$ cat config.mk
export PLATFORM = sky130hd
export DESIGN_NAME = prince_sbox_cms_ctrl
export DESIGN_NICKNAME = d
export VERILOG_FILES = /design/src/rtl/prince_cms_pkg.sv /design/src/rtl/prince_cms_occ_pipe.sv /design/src/rtl/prince_sbox_cms_ctrl.sv
export SDC_FILE = /design/constraint.sdc
export NUM_CORES = 1
export LEC_CHECK = 0
export BUFFER_PORTS_ARGS = -buffer_cell sky130_fd_sc_hd__buf_2
export CORE_ASPECT_RATIO = 0.9
export CORE_UTILIZATION = 49
export CTS_CLUSTER_SIZE = 40
export DETAILED_ROUTE_END_ITERATION = 6
export PLACE_DENSITY = 0.76
export REMOVE_ABC_BUFFERS = 1
export SETUP_SLACK_MARGIN = 0.1
export SLEW_MARGIN = 10
export SYNTH_ARGS = -nofsm -noshare
export SYNTH_HDL_FRONTEND = slang
export SYNTH_SLANG_ARGS = --single-unit
$ cat constraint.sdc
create_clock -name clk -period 2.9 [get_ports clk]
set_input_delay 0.29 -clock clk [delete_from_list [all_inputs] [get_ports clk]]
set_output_delay 0.29 -clock clk [all_outputs]
set_load 0.005 [all_outputs]
$ cat src/rtl/prince_cms_pkg.sv
// Shared definitions for the time-shared masked PRINCE S-box sequencer:
// share/nibble geometry, packed state types, FSM encoding and nibble accessors.
package prince_cms_pkg;

    localparam int NSHARES = 4;
    localparam int NNIB    = 16;
    localparam int IDX_W   = $clog2(NNIB);
    localparam int STATE_W = NSHARES * 64;
    localparam int NIB_W   = NSHARES * 4;

    // Share s, nibble k lives at bits [s*64 + 4k +: 4].
    typedef logic [STATE_W-1:0] state_t;
    // One nibble of every share: share s at bits [4s +: 4].
    typedef logic [NIB_W-1:0]   nib_t;
    typedef logic [IDX_W-1:0]   idx_t;

    typedef enum logic [1:0] {
        ST_IDLE  = 2'd0,
        ST_ISSUE = 2'd1,
        ST_DRAIN = 2'd2,
        ST_DONE  = 2'd3
    } fsm_e;

    function automatic logic [3:0] get_nib(state_t st, int unsigned share, idx_t idx);
        int unsigned base;
        base = share * 64 + 4 * 32'(idx);
        return st[base +: 4];
    endfunction

    function automatic state_t set_nib(state_t st, int unsigned share, idx_t idx,
                                       logic [3:0] val);
        state_t      res;
        int unsigned base;
        res = st;
        base = share * 64 + 4 * 32'(idx);
        res[base +: 4] = val;
        return res;
    endfunction

endpackage

$ cat src/rtl/prince_cms_occ_pipe.sv
// Occupancy tracker mirroring the S-box pipeline: one valid bit per stage,
// advancing only when the S-box pipeline itself advances.
module prince_cms_occ_pipe #(
    parameter int PIPE = 2
) (
    input  logic clk,
    input  logic rst,
    input  logic en,
    input  logic bit_in,
    output logic bit_out,
    output logic empty_next
);

    logic [PIPE-1:0] vld_q;
    logic [PIPE-1:0] vld_d;
    logic [PIPE-1:0] shift_val;

    // Shifted view of the valid vector: stage 0 takes the new bit.
    for (genvar gi = 0; gi < PIPE; gi++) begin : g_stage
        if (gi == 0) begin : g_head
            assign shift_val[gi] = bit_in;
        end else begin : g_body
            assign shift_val[gi] = vld_q[gi-1];
        end
    end

    // Hold the vector unless the pipeline is enabled this cycle.
    always_comb begin
        vld_d = vld_q;
        if (en) begin
            vld_d = shift_val;
        end
    end

    // Valid bits clear on reset so stale S-box contents are never collected.
    always_ff @(posedge clk) begin
        if (rst) begin
            vld_q <= '0;
        end else begin
            vld_q <= vld_d;
        end
    end

    assign bit_out    = vld_q[PIPE-1];
    assign empty_next = ~|vld_d;

endmodule

$ cat src/rtl/prince_sbox_cms_ctrl.sv
// Sequencer feeding all 16 nibbles of a 4-share masked state through one
// external pipelined CMS S-box and reassembling the substituted state.
// Share lanes are never combined; each lane is routed independently.
module prince_sbox_cms_ctrl
    import prince_cms_pkg::*;
#(
    parameter int PIPE  = 2,
    parameter int RND_W = 8
) (
    input  logic                 clk,
    input  logic                 rst,
    input  logic                 in_valid,
    output logic                 in_ready,
    input  logic [STATE_W-1:0]   state_in,
    input  logic                 rnd_valid,
    output logic                 rnd_ready,
    output logic                 sbox_en,
    output logic [NIB_W-1:0]     sbox_din,
    input  logic [NIB_W-1:0]     sbox_dout,
    output logic                 out_valid,
    input  logic                 out_ready,
    output logic [STATE_W-1:0]   state_out
);

    // Randomness is consumed by the external S-box; the controller only
    // gates it, so the width matters solely as a sanity bound here.
    if (PIPE < 1 || RND_W < 1) begin : g_bad_param
        $error("prince_sbox_cms_ctrl: PIPE and RND_W must be at least 1");
    end

    fsm_e   fsm_q, fsm_d;
    idx_t   issue_idx_q, issue_idx_d;
    idx_t   collect_idx_q, collect_idx_d;
    state_t cap_q, cap_d;
    state_t state_out_q, state_out_d;
    logic   out_valid_q, out_valid_d;

    logic   busy;
    logic   occ_exit;
    logic   occ_empty_next;
    logic   collect_en;
    nib_t   issue_nib;

    // Pipeline advances only on cycles backed by fresh randomness.
    assign busy       = (fsm_q == ST_ISSUE) || (fsm_q == ST_DRAIN);
    assign sbox_en    = busy && rnd_valid;
    assign rnd_ready  = sbox_en;
    assign in_ready   = (fsm_q == ST_IDLE);
    assign collect_en = sbox_en && occ_exit;

    // Gather nibble issue_idx of each share of the captured state.
    for (genvar gi = 0; gi < NSHARES; gi++) begin : g_issue_lane
        assign issue_nib[gi*4 +: 4] = get_nib(cap_q, gi, issue_idx_q);
    end

    // Only real nibbles leave during ISSUE; DRAIN pushes zero bubbles.
    assign sbox_din = (fsm_q == ST_ISSUE) ? issue_nib : '0;

    prince_cms_occ_pipe #(
        .PIPE (PIPE)
    ) u_occ (
        .clk        (clk),
        .rst        (rst),
        .en         (sbox_en),
        .bit_in     (fsm_q == ST_ISSUE),
        .bit_out    (occ_exit),
        .empty_next (occ_empty_next)
    );

    // Next-state logic: capture, issue, drain, and write results back by index.
    always_comb begin
        fsm_d         = fsm_q;
        issue_idx_d   = issue_idx_q;
        collect_idx_d = collect_idx_q;
        cap_d         = cap_q;
        state_out_d   = state_out_q;
        out_valid_d   = out_valid_q;

        if (collect_en) begin
            for (int unsigned s = 0; s < NSHARES; s++) begin
                state_out_d = set_nib(state_out_d, s, collect_idx_q, sbox_dout[s*4 +: 4]);
            end
            // The FSM leaves DRAIN before a 17th collect, so saturating is enough.
            if (collect_idx_q != idx_t'(NNIB - 1)) begin
                collect_idx_d = collect_idx_q + idx_t'(1);
            end
        end

        case (fsm_q)
            ST_IDLE: begin
                if (in_valid) begin
                    cap_d         = state_in;
                    issue_idx_d   = '0;
                    collect_idx_d = '0;
                    fsm_d         = ST_ISSUE;
                end
            end
            ST_ISSUE: begin
                if (sbox_en) begin
                    if (issue_idx_q == idx_t'(NNIB - 1)) begin
                        fsm_d = ST_DRAIN;
                    end else begin
                        issue_idx_d = issue_idx_q + idx_t'(1);
                    end
                end
            end
            ST_DRAIN: begin
                if (sbox_en && occ_empty_next) begin
                    fsm_d       = ST_DONE;
                    out_valid_d = 1'b1;
                end
            end
            ST_DONE: begin
                if (out_ready) begin
                    fsm_d       = ST_IDLE;
                    out_valid_d = 1'b0;
                end
            end
            default: begin
                fsm_d       = ST_IDLE;
                out_valid_d = 1'b0;
            end
        endcase
    end

    // State registers; reset aborts any job in flight.
    always_ff @(posedge clk) begin
        if (rst) begin
            fsm_q         <= ST_IDLE;
            issue_idx_q   <= '0;
            collect_idx_q <= '0;
            cap_q         <= '0;
            state_out_q   <= '0;
            out_valid_q   <= 1'b0;
        end else begin
            fsm_q         <= fsm_d;
            issue_idx_q   <= issue_idx_d;
            collect_idx_q <= collect_idx_d;
            cap_q         <= cap_d;
            state_out_q   <= state_out_d;
            out_valid_q   <= out_valid_d;
        end
    end

    assign out_valid = out_valid_q;
    assign state_out = state_out_q;

endmodule

==> impl_summary.log <==
[metrics] run status: finished, violations left
[metrics] violated checks: design-rule violations, negative setup slack
[metrics] die span in x: 236 um
[metrics] DIE AREA: 0.0500 mm2
[metrics] wire length after detailed routing: 112 mm
[metrics] area leader, netlist: sky130_fd_sc_hd__dfxtp_1
[metrics] part of the cycle the worst path needs: 109%
[metrics] wire length of the first global-routing pass: 161 mm
[metrics] Post-Place Worst Slack: -0.0572 ns
[metrics] largest net degree at the start of global routing: 147
[metrics] nature of the critical path endpoint: output port
[metrics] WP buf/inv: 3
[metrics] commonest cells after routing, fill and taps aside: sky130_fd_sc_hd__nand2_1, sky130_fd_sc_hd__buf_2, sky130_fd_sc_hd__dfxtp_1
[metrics] global placement routability congestion: 0.958
[metrics] number of optimization iterations in the first detailed-route pass: 7
[metrics] list of cells traversed by the critical path: buf_12 > buf_16 > mux4_2 > mux4_2 > and2_4 > buf_6
[metrics] CTS HTree Levels: 2
[metrics] Worst-Margin Slew: 1.16 ns
[metrics] Via-to-Cell Ratio: 6.65
[metrics] number of distinct library cells after synthesis: 77
[metrics] TritonCTS buffer count: 53
[metrics] share of cells above drive strength 1: 25.6%
[metrics] cell types with the largest area share after synthesis: sky130_fd_sc_hd__dfxtp_1, sky130_fd_sc_hd__nand2_1, sky130_fd_sc_hd__mux4_2
[metrics] remaining global-route overflow: 0
[metrics] upper clock frequency limit: 317 MHz
[metrics] DRC violation total after the first TritonRoute iteration: 4,067
[metrics] number of endpoints failing setup at the final stage: 16
[metrics] critical path depth in cells: 6
[metrics] buffer cell driving the clock tree root: sky130_fd_sc_hd__clkbuf_16
[metrics] Worst Setup Start Kind: flop
[metrics] post-synthesis to final-layout area growth: 35.3%
[metrics] final setup TNS: -1.00 ns
[metrics] number of DRC violations after detailed routing: 72
[metrics] worst supply voltage drop on vdd: 0.000569 V
[metrics] worst path required time: 2.61 ns
[metrics] I/O Pins: 553
[metrics] Slowest cell on crit path: sky130_fd_sc_hd__mux4_2
[metrics] mapped cell area: 0.0241 mm2
[metrics] clk_lat worst skew: 0.64 ns
[metrics] end point of the critical path: sbox_din[12]
[metrics] vias in the first global route: 27.3k
[metrics] Yosys warnings: 0
[metrics] filler cell count in the final layout: 3,403
[metrics] Setup crit start: issue_idx_q[0]
[metrics] pwr/cell area: 621 mW/mm2
[metrics] leakage power summed over all cells: 13.1 nW
[metrics] number of nets at the end of the flow: 3,840
[metrics] most common library cell in the layout ignoring fill and taps: sky130_fd_sc_hd__nand2_1
[metrics] number of placed instances, taps included: 3,852
[metrics] share of async-settable or async-resettable flops after synthesis: 0%
[metrics] Die Ht: 212 um
[metrics] fin crit period: 3.15 ns
[metrics] post-synthesis sequential element count: 525
[metrics] floorplan row count: 76
[metrics] class of the most critical setup path: reg -> out
[metrics] area inside the core boundary: 0.0481 mm2
[metrics] clock-pin slew on the worst setup and hold paths: 0.06 ns
[metrics] via count: 28.1k
[metrics] destination of the worst register-to-register timing path: cap_q[192]
[metrics] Most used DFF post-synth: sky130_fd_sc_hd__dfxtp_1
[metrics] type of the most critical hold path: in -> reg
[metrics] post-synth top area share: 43.7%
[metrics] setup repair after global routing missed its margin: true
[metrics] Routed wire per std cell: 26.5 um
[metrics] initial standard-cell utilization of the core: 50.0%
[metrics] count of non-filler cells in the finished layout: 4,228
[metrics] number of synthesized flops with an enable pin: 0
[metrics] number of nets with antenna violations after routing: 0
[metrics] initial antenna violation count: 13
[metrics] number of input and output port buffers inserted: 552
[metrics] clock tree from TritonCTS: done
[metrics] final number of max-transition violations: 0
[metrics] source of the worst register-to-register timing path: fsm_q[0]
[metrics] Final WS setup: -0.254 ns
[metrics] critical-path maximum fanout: 7
[metrics] Overall Global Routing Usage: 41.7%
[metrics] clock sinks: 525
[metrics] flop2flop setup slack: -0.02 ns
[metrics] Final Hold Vio Count: 0
[metrics] placed wire-length estimate after detailed placement: 63.4 mm
[metrics] cell with the most instances on the worst path: sky130_fd_sc_hd__mux4_2
[metrics] cell depth of the worst hold path: 2
[metrics] Avg Cell Area, Syn: 8.51 um2
[metrics] worst-case clock buffer depth: 3
[metrics] gate count after technology mapping: 2,829
[metrics] crit path DAT: 2.86 ns
[metrics] max capacitance violation total: 0
[metrics] Worst Reg2Reg Path Length in Cells: 6
[metrics] Clock Skew: 0.0229 ns
[metrics] worst stage delay on the critical path: 0.64 ns
[metrics] Max-slew headroom: 22.8%
[metrics] Pwr Total: 20.2 mW
[metrics] portion of the post-synthesis area used by sequential elements: 43.7%
[metrics] Largest delay share family, worst path: multiplexers
==> report_power, final <==
part           internal [mW]  leakage (nW)  switching [mW]  total [mW]
Sequential              7.89          4.27           0.515        8.41
Combinational           1.65          7.91            2.74        4.39
Clock                   4.25         0.896            3.16        7.41
==> flip-flops by register name, summed over array words and instances (netlist names) <==
| signal | count |
|---|---|
| cap_q | 256 |
| state_out | 256 |
| collect_idx_q | 4 |
| issue_idx_q | 4 |
| fsm_q | 2 |
| u_occ.vld_q | 2 |
| out_valid | 1 |
==> layout make-up <==
| cell class | count | area, um2 | area share (%) |
|---|---|---|---|
| inverter | 12 | 45.0 | 0.138 |
| clock inverter | 18 | 258 | 0.792 |
| multi-input combinational | 2020 | 12600 | 38.6 |
| antenna | 11 | 27.5 | 0.0846 |
| clock buffer | 80 | 1590 | 4.88 |
| timing repair buffer | 938 | 6770 | 20.8 |
| sequential | 525 | 10500 | 32.3 |
| tap | 624 | 781 | 2.40 |
==> synth_stat cells, drive strengths merged (6+ instances only) <==
cell     instances
a211oi          30
a21o            14
a21oi          362
a221o            7
a221oi           8
a22o            61
a22oi           94
a31oi           25
a32oi           42
and2            28
and3            33
buf             78
clkbuf         194
dfxtp          525
ha              13
inv             11
mux2i           15
mux4            80
nand2          669
nand2b          11
nand3           42
nand4           30
nor2           162
nor2b           11
nor3            42
nor4            14
o211ai           6
o21a             6
o21ai           38
o22ai           25
o2bb2ai         74
o31ai           10
==> worst min path at each step <==
stage / start / end / slack, ns
2_1_floorplan: rst / cap_q[0] / 0.36
3_3_place_gp: state_out[183] / state_out[183] / 0.43
3_5_place_dp: state_out[182] / state_out[182] / 0.43
4_1_cts: rst / state_out[30] / 0.006
5_1_grt: rst / state_out[158] / 0.03
6_report: rst / cap_q[41] / 0.03
==> logic make-up after synthesis <==
group	share of synthesized area, %
multiplexers	8.16
XOR/XNOR	0.0364
flip-flops	43.7
buffers and inverters	4.88
adder cells (fa/ha/maj)	0.676
AND/OR/NAND/NOR	19.4
AO/OA/AOI/OAI	23.2
==> worst register-to-register path, cell delays in order, from the launching register on <==
cell and delay [ns]:
sky130_fd_sc_hd__dfxtp_1 0.34, sky130_fd_sc_hd__inv_1 0.09, sky130_fd_sc_hd__ha_1 0.32, sky130_fd_sc_hd__and2_4 0.60, sky130_fd_sc_hd__buf_12 0.37, sky130_fd_sc_hd__nand2_1 0.12
sky130_fd_sc_hd__a21oi_1 0.89
==> per-layer routing <==
layer,track usage (%),vias to the layer above,part of all wire (%)
li1,-,11600,-
met1,46.4,13000,33
met2,65.8,2593,44
met3,15.7,866,14
met4,30.2,12,8.9
met5,2.05,-,0.096
==> repair_timing <==
action | in CTS | in global routing
hold buffers | 257 | 0
pin swaps | 0 | 1
setup endpoints to repair | 87 | 173
resized for setup | 41 | 39
setup buffers | 4 | 1
hold endpoints to repair | 257 | 0
cloned | 3 | 2
==> stage by stage <==
stage / hold slack, ns / cell area, um2 / utilization (%)
floorplan: 0.359 / 22900 / -
global placement: 0.428 / 27600 / 57.4
detailed placement: 0.434 / 27600 / 57.4
CTS: 0.00622 / 32300 / 67.2
global route: 0.0310 / 32500 / 67.6
finish: 0.0310 / 32500 / 67.6
(Power assumes the default switching activity.)
